**config.mk**
```make
export PLATFORM = sky130hd
export DESIGN_NAME = trail_scanout
export DESIGN_NICKNAME = d
export VERILOG_FILES = /design/src/rtl/trail_pkg.sv /design/src/rtl/trail_palette.sv /design/src/rtl/trail_scanout.sv
export SDC_FILE = /design/constraint.sdc
export NUM_CORES = 1
export LEC_CHECK = 0
export ABC_AREA = 0
export ABC_CLOCK_PERIOD_IN_PS = 4900
export BUFFER_PORTS_ARGS = -buffer_cell sky130_fd_sc_hd__buf_2
export CORE_ASPECT_RATIO = 1.75
export CORE_MARGIN = 1.5
export CORE_UTILIZATION = 57
export CTS_BUF_LIST = sky130_fd_sc_hd__clkbuf_4
export DETAILED_ROUTE_END_ITERATION = 8
export GPL_TIMING_DRIVEN = 0
export PLACE_DENSITY = 0.87
export SETUP_SLACK_MARGIN = 0.15
export SLEW_MARGIN = 20
export SYNTH_ARGS = -nofsm -noshare
export SYNTH_HDL_FRONTEND = slang
export SYNTH_SLANG_ARGS = --single-unit
```
**constraint.sdc**
```tcl
create_clock -name VGA_CLK -period 4.9 [get_ports VGA_CLK]
set_clock_uncertainty 0.15 [all_clocks]
set_input_delay 0 -clock VGA_CLK [delete_from_list [all_inputs] [get_ports VGA_CLK]]
set_output_delay 0 -clock VGA_CLK [all_outputs]
set_load 0.02 [all_outputs]
```
**src/rtl/trail_pkg.sv**
```systemverilog
// Constants shared by the trail framebuffer scanout and the player blocks:
// screen geometry, trail byte codes, their colours and the collision query states.
package trail_pkg;

    localparam int H_RES = 640;
    localparam int V_RES = 480;

    localparam logic [7:0] EMPTY_CODE = 8'h00;
    localparam logic [7:0] P1_CODE    = 8'hFF;
    localparam logic [7:0] P2_CODE    = 8'h80;

    typedef struct packed {
        logic [7:0] r;
        logic [7:0] g;
        logic [7:0] b;
    } rgb_t;

    localparam rgb_t RGB_BLACK = '{r: 8'h00, g: 8'h00, b: 8'h00};
    localparam rgb_t RGB_P1    = '{r: 8'hFF, g: 8'hFF, b: 8'h00};
    localparam rgb_t RGB_P2    = '{r: 8'h00, g: 8'hFF, b: 8'hFF};
    localparam rgb_t RGB_WHITE = '{r: 8'hFF, g: 8'hFF, b: 8'hFF};

    typedef enum logic [1:0] {
        COLL_IDLE  = 2'd0,
        COLL_ISSUE = 2'd1,
        COLL_WAIT  = 2'd2,
        COLL_DONE  = 2'd3
    } coll_state_e;

    // Unknown nonzero bytes still mark an occupied cell, so they show as white.
    function automatic rgb_t trail_colour(input logic [7:0] code);
        rgb_t c;
        if (code == EMPTY_CODE)   c = RGB_BLACK;
        else if (code == P1_CODE) c = RGB_P1;
        else if (code == P2_CODE) c = RGB_P2;
        else                      c = RGB_WHITE;
        return c;
    endfunction

    // y*640 as y*512 + y*128, so no multiplier is needed.
    function automatic logic [18:0] line_base(input logic [9:0] y);
        return {y, 9'b0} + {2'b00, y, 7'b0};
    endfunction

endpackage

```
**src/rtl/trail_palette.sv**
```systemverilog
// Registered map from a stored trail byte to 24-bit RGB; pixels without a valid
// read tag are forced to black. Also carries the visible flag to stay aligned.
module trail_palette
    import trail_pkg::*;
(
    input  logic       clk,
    input  logic       rst_n,
    input  logic       tag_i,
    input  logic       vis_i,
    input  logic [7:0] code_i,
    output logic [7:0] red_o,
    output logic [7:0] green_o,
    output logic [7:0] blue_o,
    output logic       vis_o
);

    rgb_t rgb_d, rgb_q;
    logic vis_d, vis_q;

    always_comb begin
        rgb_d = RGB_BLACK;
        vis_d = vis_i;
        if (tag_i) begin
            rgb_d = trail_colour(code_i);
        end
    end

    always_ff @(posedge clk or negedge rst_n) begin
        if (!rst_n) begin
            rgb_q <= RGB_BLACK;
            vis_q <= 1'b0;
        end else begin
            rgb_q <= rgb_d;
            vis_q <= vis_d;
        end
    end

    assign red_o   = rgb_q.r;
    assign green_o = rgb_q.g;
    assign blue_o  = rgb_q.b;
    assign vis_o   = vis_q;

endmodule

```
**src/rtl/trail_scanout.sv**
```systemverilog
// Read side of the 640x480 trail framebuffer: one RAM read per visible pixel,
// latency-compensated colour output, and a collision query served in blanking.
module trail_scanout
    import trail_pkg::*;
#(
    parameter int RAM_LAT = 2
) (
    input  logic        VGA_CLK,
    input  logic        reset_n,
    input  logic [9:0]  next_x,
    input  logic [9:0]  next_y,
    input  logic        vis_in,
    output logic [18:0] ram_addr,
    input  logic [7:0]  ram_q,
    output logic [7:0]  OUT_R,
    output logic [7:0]  OUT_G,
    output logic [7:0]  OUT_B,
    output logic        vis_out,
    input  logic        coll_req,
    input  logic [18:0] coll_addr,
    output logic        coll_ack,
    output logic        coll_hit
);

    localparam logic [1:0] WCNT_INIT = 2'(RAM_LAT - 1);

    // ---------------- scan address generation ----------------
    logic        scan_rd;
    logic [18:0] scan_addr_now;
    logic        scan_prev_d, scan_prev_q;
    logic [18:0] scan_addr_d, scan_addr_q;

    // Out-of-range coordinates are treated as blanking for the read path.
    assign scan_rd = vis_in && (next_x < 10'(H_RES)) && (next_y < 10'(V_RES));

    always_comb begin
        scan_addr_now = scan_prev_q ? scan_addr_q
                                    : (line_base(next_y) + {9'b0, next_x});
        scan_prev_d   = scan_rd;
        scan_addr_d   = scan_rd ? (scan_addr_now + 19'd1) : scan_addr_q;
    end

    // ---------------- tag / visible pipeline ----------------
    logic [RAM_LAT-1:0] tag_d, tag_q;
    logic [RAM_LAT-1:0] vis_pipe_d, vis_pipe_q;

    always_comb begin
        tag_d         = tag_q;
        vis_pipe_d    = vis_pipe_q;
        tag_d[0]      = scan_rd;
        vis_pipe_d[0] = vis_in;
        for (int i = 1; i < RAM_LAT; i++) begin
            tag_d[i]      = tag_q[i-1];
            vis_pipe_d[i] = vis_pipe_q[i-1];
        end
    end

    // ---------------- collision query FSM ----------------
    // Handshake: the requester raises coll_req with a stable coll_addr and holds
    // both until coll_ack pulses for one cycle; coll_hit is valid from that cycle
    // on and holds until the next ack. coll_req still high after ack is a new query.
    coll_state_e state_d, state_q;
    logic [1:0]  wcnt_d, wcnt_q;
    logic        hit_d, hit_q;
    logic        issue;

    always_comb begin
        state_d = state_q;
        wcnt_d  = wcnt_q;
        hit_d   = hit_q;
        issue   = 1'b0;
        case (state_q)
            COLL_IDLE: begin
                if (coll_req && !vis_in) state_d = COLL_ISSUE;
            end
            COLL_ISSUE: begin
                // A line starting now takes the port back; retry from IDLE.
                if (vis_in) begin
                    state_d = COLL_IDLE;
                end else begin
                    issue   = 1'b1;
                    wcnt_d  = WCNT_INIT;
                    state_d = COLL_WAIT;
                end
            end
            COLL_WAIT: begin
                if (wcnt_q == 2'd0) begin
                    hit_d   = (ram_q != EMPTY_CODE);
                    state_d = COLL_DONE;
                end else begin
                    wcnt_d = wcnt_q - 2'd1;
                end
            end
            COLL_DONE: begin
                state_d = COLL_IDLE;
            end
            default: begin
                state_d = COLL_IDLE;
            end
        endcase
    end

    assign coll_ack = (state_q == COLL_DONE);
    assign coll_hit = hit_q;

    // ---------------- RAM port arbitration ----------------
    always_comb begin
        ram_addr = '0;
        if (!reset_n) begin
            ram_addr = '0;
        end else if (scan_rd) begin
            ram_addr = scan_addr_now;
        end else if (issue) begin
            ram_addr = coll_addr;
        end
    end

    // ---------------- state registers ----------------
    always_ff @(posedge VGA_CLK or negedge reset_n) begin
        if (!reset_n) begin
            scan_prev_q <= 1'b0;
            scan_addr_q <= '0;
            tag_q       <= '0;
            vis_pipe_q  <= '0;
            state_q     <= COLL_IDLE;
            wcnt_q      <= 2'd0;
            hit_q       <= 1'b0;
        end else begin
            scan_prev_q <= scan_prev_d;
            scan_addr_q <= scan_addr_d;
            tag_q       <= tag_d;
            vis_pipe_q  <= vis_pipe_d;
            state_q     <= state_d;
            wcnt_q      <= wcnt_d;
            hit_q       <= hit_d;
        end
    end

    trail_palette u_palette (
        .clk     (VGA_CLK),
        .rst_n   (reset_n),
        .tag_i   (tag_q[RAM_LAT-1]),
        .vis_i   (vis_pipe_q[RAM_LAT-1]),
        .code_i  (ram_q),
        .red_o   (OUT_R),
        .green_o (OUT_G),
        .blue_o  (OUT_B),
        .vis_o   (vis_out)
    );

endmodule

```
# --- Yosys cells after proc, flatten, opt, wreduce, memory -nomap -nowiden ---
# Index checks and enable logic that the tools add are counted.
# W data, S select, Z words.
totals:
  in_bits: 51
  out_inout_bits: 46
  ff_bits: 54
  wordCells: 55
classes:
  reduce_logical: 12
  mux: 17
  order_cmp: 2
  n_addsub: 4
  n_eq_ne: 9
ops:
  columns: ["cell", "n"]
  rows:
  - ["$mux W24", 4]
  - ["$mux W19", 4]
  - ["$add A19 B1 Y19 const B", 1]
  - ["$add A19 B10 Y19", 1]
  - ["$add A19 B17 Y19", 1]
  - ["$eq A8 B8 Y1 const B", 2]
  - ["$lt A10 B10 Y1 const B", 1]
  - ["$lt A10 B9 Y1 const B", 1]
  - ["$mux W2", 5]
  - ["$logic_not A8 Y1", 1]
  - ["$ne A2 B2 Y1 const B", 4]
  - ["$pmux W2 S4", 1]
  - ["$reduce_bool A8 Y1", 1]
  - ["$eq A2 B2 Y1 const B", 2]
  - ["$logic_not A2 Y1", 2]
  - ["$pmux W2 S2", 1]
  - ["$reduce_and A2 Y1", 2]
  - ["$logic_and A1 B1 Y1", 3]
  - ["$reduce_and A3 Y1", 1]
  - ["$eq A2 B1 Y1 const B", 1]
  - ["$mux W1", 2]
  - ["$reduce_bool A2 Y1", 1]
  - ["$sub A2 B1 Y2 const B", 1]
  - ["$logic_not A1 Y1", 1]

# --- Logic depth before layout (Yosys ltp) ---
depth:
  depth_word: 5
  ltp_mapped: 11
  depth_no_buf: 11

# --- Cells and area by module ---
# From an unflattened synthesis, not the netlist that was laid out.
unflattened:
  hier_cells: 343
  hier_area_um2: 2910.3
modules_own_cells:
  columns: ["module", "cells_each", "n_inst", "area_each_um2"]
  rows:
  - ["trail_scanout", 310, 1, 2598.7]
  - ["trail_palette", 33, 1, 311.5]

# --- Least setup slack after synthesis ---
# OpenSTA, ideal clock, no wires.
synth_path:
  path_kind: "input to register"
  start: "input next_x[9]"
  end: "register scan_addr_q[18]"
  setup_ps: 87
  cell_stages: 10
  arrival_time_ps: 2740
  required_ps: 4663
  n_path_buf: 0
  path_slack_ps: 1923
  cell_sequence: "inv_1 > fa_1 > fa_1 > nor2b_4 > o21ai_0 > nor3b_1 > o31a_2 > or3_4 > or4_1 > o211ai_1"
synth_via:
  elab_chain_len: 3
  elab_cells_between_ends: 6
  cone_classes: "add/sub: 2; order compare: 1; mux: 1; reduce/logical: 2"
synth_rtl:
  columns: ["item", "line_no", "rtl"]
  rows:
  - ["from (decl)", "trail_scanout.sv:10", "input logic [9:0] next_x,"]
  - ["$add A19 B10 Y19 / $lt A10 B10 Y1 (equally long branches)", "trail_scanout.sv:38, trail_scanout.sv:34", null]
  - ["$mux W19 / $logic_and A1 B1 Y1 (equally long branches)", "trail_scanout.sv:37, trail_scanout.sv:34", null]
  - ["$add A19 B1 Y19 / $logic_and A1 B1 Y1 (equally long branches)", "trail_scanout.sv:40, trail_scanout.sv:34", null]
  - ["to (signal assigned)", "trail_scanout.sv:130", "scan_addr_q <= scan_addr_d;"]
  - ["to (decl)", "trail_scanout.sv:31", "logic [18:0] scan_addr_d, scan_addr_q;"]
# Several ways; a longest one is shown, not always the timed one.
# A chain may end at the register's enable or synchronous reset.

# --- Worst setup path in the final report ---
layout_path:
  start: "input ram_q[6]"
  end: "register u_palette.rgb_q, in the netlist u_palette.blue_o[6]"
layout_via:
  elab_chain_len: 4
  elab_cells_between_ends: 5
  cone_classes: "eq/ne: 1; mux: 3; reduce/logical: 1"
layout_rtl:
  columns: ["item", "line_no", "rtl"]
  rows:
  - ["from (decl)", "trail_scanout.sv:14", "input logic [7:0] ram_q,"]
  - ["$eq A8 B8 Y1", "trail_pkg.sv:34", "else if (code == P1_CODE) c = RGB_P1;"]
  - ["$mux W24", "trail_pkg.sv:34", null]
  - ["$mux W24 (*)", "trail_pkg.sv:33", "if (code == EMPTY_CODE) c = RGB_BLACK;"]
  - ["$mux W24 (*)", "trail_palette.sv:23", "if (tag_i) begin"]
  - ["to (signal assigned)", "trail_palette.sv:33", "rgb_q <= rgb_d;"]
  - ["to (decl)", "trail_palette.sv:17", "rgb_t rgb_d, rgb_q;"]
# Every way passes the cells marked *; elsewhere a longest branch is shown, timed or not.

==> results.py <==
metrics = {
    "global_route": {
        "grt_pass1_wl_um": 12700,
        "grt_pass1_vias": 2922,
        "grt_max_degree": 43,
        "grt_use_total": 0.283,
        "overflow": 0,
        "antenna_found_initial": 1,
    },
    "routing": {
        "wl_per_cell_um": 15.2,
        "avgViaCountPerCell": 5.77,
        "drcViolationCount": 0,
        "first_pass_iters": 6,
        "drt-total-wl_um": 7750,
        "ant_nets": 0,
        "num_vias": 2947,
        "drtIter0Drc": 97,
    },
    "sta": {
        "finalSetupTns_ns": 0,
        "post-route-period-util": 0.640,
        "drv_slew": 0,
        "finalCriticalPeriod_ns": 3.14,
        "setup_violations": 0,
        "finalHoldViolations": 1,
        "relSlewSlack": 0.438,
        "rsz0062_at_grt": "false",
        "hold_slack_ns": -0.00102,
        "clock.fmax_mhz": 319,
        "tightest_slew_ns": 0.843,
    },
    "synthesis": {
        "yosysWarningCount": 0,
        "synth_commonest_cells": "nand2_1 (37), dfrtp_1 (32), o21ai_0 (27), buf_4 (21), ha_1 (21)",
        "syn_nets": 415,
        "ys_ff_latch": 32,
        "async_flop_share": 1.00,
        "synth_area_leaders": "dfrtp_1 (27%), ha_1 (9.0%), buf_4 (5.4%), nand2_1 (4.7%), o21ai_0 (4.6%)",
        "seq_area_frac_synth": 0.273,
        "syn-cell-area_um2": 2930,
        "synth.largest_area_cell": "dfrtp_1",
        "syn-mean-instance-area_um2": 8.59,
        "ys.flop_type": "dfrtp_1",
        "synth_edf_count": 0,
        "synth_top_area_share": 0.273,
        "yosysMostFrequentCell": "nand2_1",
        "ys_types": 64,
        "syn_inst": 341,
    },
    "hold_path": {
        "hold_path_depth": 4,
        "min_path_type": "in2reg",
    },
    "finish": {
        "final_core_utilization": 0.738,
        "area_delta_synth_final_pct": 25.3,
        "layout.nets": 529,
        "layout-drive-gt1-share": 0.340,
    },
    "worst_setup_path": {
        "r2r_cells": 10,
        "cp_max_fo": 2,
        "worstPathRequired_ns": 4.98,
        "setup.worst_path.start_class": "input port",
        "arrival_ns": 3.21,
        "cp-end-kind": "flop",
        "path_class": "in2reg",
    },
    "cts": {
        "cts.path.max_buffers": 2,
        "cts_tree": "built",
        "clock_insertion_delay_worst_skew_ns": 0.34,
        "clock_sinks": 32,
        "cts_root_buf": "clkbuf_4",
        "clkTransAtPathRegs_ns": 0.10,
        "cts_made_buffers": 5,
        "cts-htree-levels": 2,
    },
    "floorplan": {
        "core_area_um2": 4980,
        "io_pins": 97,
        "rows": 34,
        "die_y_um": 97.9,
        "start_util": 0.589,
        "dieArea_um2": 5600,
        "die_x_um": 57.2,
    },
    "run_status": {
        "failed_checks": "negative hold slack",
        "status": "complete, but fails checks",
    },
    "flow_run": {
        "cap_violations": 0,
    },
    "placed_design": {
        "dp_hpwl_um": 5910,
        "port_buffers": 96,
        "finalWeightedCongestion": 0.865,
    },
    "power_and_ir_drop": {
        "peakVddDrop_v": 0.000272,
        "powerDensity_nw_per_um2": 279,
        "leakage_uw": 0.00184,
    },
}
[where the power goes]
| part | total, µW | internal, µW | switching, µW |
|---|---|---|---|
| Combinational | 460 | 196 | 263 |
| Clock | 210 | 112 | 98.0 |
| Sequential | 356 | 321 | 35.0 |
| Total | 1030 | 629 | 396 |
[routing by layer]
metal | vias up | wire length (µm) | global-route usage
met5 | - | 0 | 0
met4 | 0 | 197 | 0.132
met3 | 18 | 351 | 0.0371
met2 | 107 | 4230 | 0.507
met1 | 1393 | 2970 | 0.323
li1 | 1429 | - | -
[kinds of logic after synthesis]
| kind of cell | share of synthesized area |
|---|---|
| AO/OA/AOI/OAI | 0.176 |
| XOR/XNOR | 0.0478 |
| adder cells (fa/ha/maj) | 0.103 |
| buffers and inverters | 0.101 |
| flip-flops | 0.273 |
| multiplexers | 0.0483 |
| AND/OR/NAND/NOR | 0.250 |
[stage by stage]
stage	hold slack [ns]	setup slack, ns	std cells	area (µm²)	total power [µW]
detailed placement	0.00172	1.62	491	3480	808
finish	-0.00102	1.76	511	3670	1030
CTS	0.00391	1.92	510	3670	1020
global placement	-0.0110	1.69	491	3480	787
floorplan	-0.446	1.92	341	2930	682
global route	0.0101	1.68	511	3670	1100
[area by class of cell]
cell class	instances	area (µm²)
Multi-Input combinational cell	263	1830
Antenna cell	1	2.50
Inverter	13	48.8
Clock buffer	6	45.0
Fill cell	401	1310
Sequential cell	32	801
Tap cell	54	67.6
Clock inverter	2	35.0
Timing Repair Buffer	107	591
Buffer	33	246
[critical path, cell delays in order]
cell and delay, ns:
dlygate4sd3_1 0.53, buf_2 0.13, nor4_1 0.19, dlygate4sd3_1 0.59, nand2_1 0.05, dlygate4sd3_1 0.56, or2_2 0.29, and2_1 0.18
o21a_1 0.12, dlygate4sd3_1 0.57
[registers in the layout, indices dropped and copies added, names as in the netlist, named ones only]
signal / flops
u_palette.red_o: 1
coll_hit: 1
vis_pipe_q: 2
tag_q: 2
u_palette.blue_o: 1
scan_addr_q: 19
u_palette.vis_o: 1
state_q: 1
u_palette.green_o: 1
wcnt_q: 2
[worst paths after layout]
| path | start | to | slack, ns |
|---|---|---|---|
| max | ram_q[6] | u_palette.blue_o[6] | 1.76 |
| min | next_x[4] | scan_addr_q[4] | -0.001 |
| max reg2reg | tag_q[0] | scan_addr_q[18] | 2.04 |
| min reg2reg | vis_pipe_q[0] | vis_pipe_q[1] | 0.22 |
| max in group asynchronous | reset_n | vis_pipe_q[0] | 3.94 |
| min in group asynchronous | reset_n | scan_addr_q[0] | 0.13 |
[cell usage in the layout, fill, tap and decap left out, drive strengths merged, types with 2 or more instances in the layout]
cell / n
dlygate4sd3: 11
or3: 3
xor2: 9
nor4: 5
nor3b: 4
inv: 13
nand3b: 2
nor2b: 16
o31a: 2
a211o: 2
and2: 11
nand3: 7
mux2i: 4
a211oi: 3
o211a: 2
fa: 2
and3: 2
o211ai: 2
ha: 21
o21ai: 29
buf: 120
or4: 2
dfrtp: 32
a31oi: 3
clkbuf: 15
a21oi: 10
or2: 2
nand4: 3
nand2: 37
xnor2: 7
mux2: 9
o21a: 2
nand2b: 6
nor3: 9
o31ai: 3
nor2: 19
a22oi: 12
[repair_timing]
item / 4_1_cts / 5_1_grt
gates resized for setup: 0 / 0
setup endpoints to repair: 0 / 0
endpoints found under the hold margin: 41 / 0
hold buffers: 11 / 0
setup buffers: 0 / 0
Power figures use the tool's default switching activity.
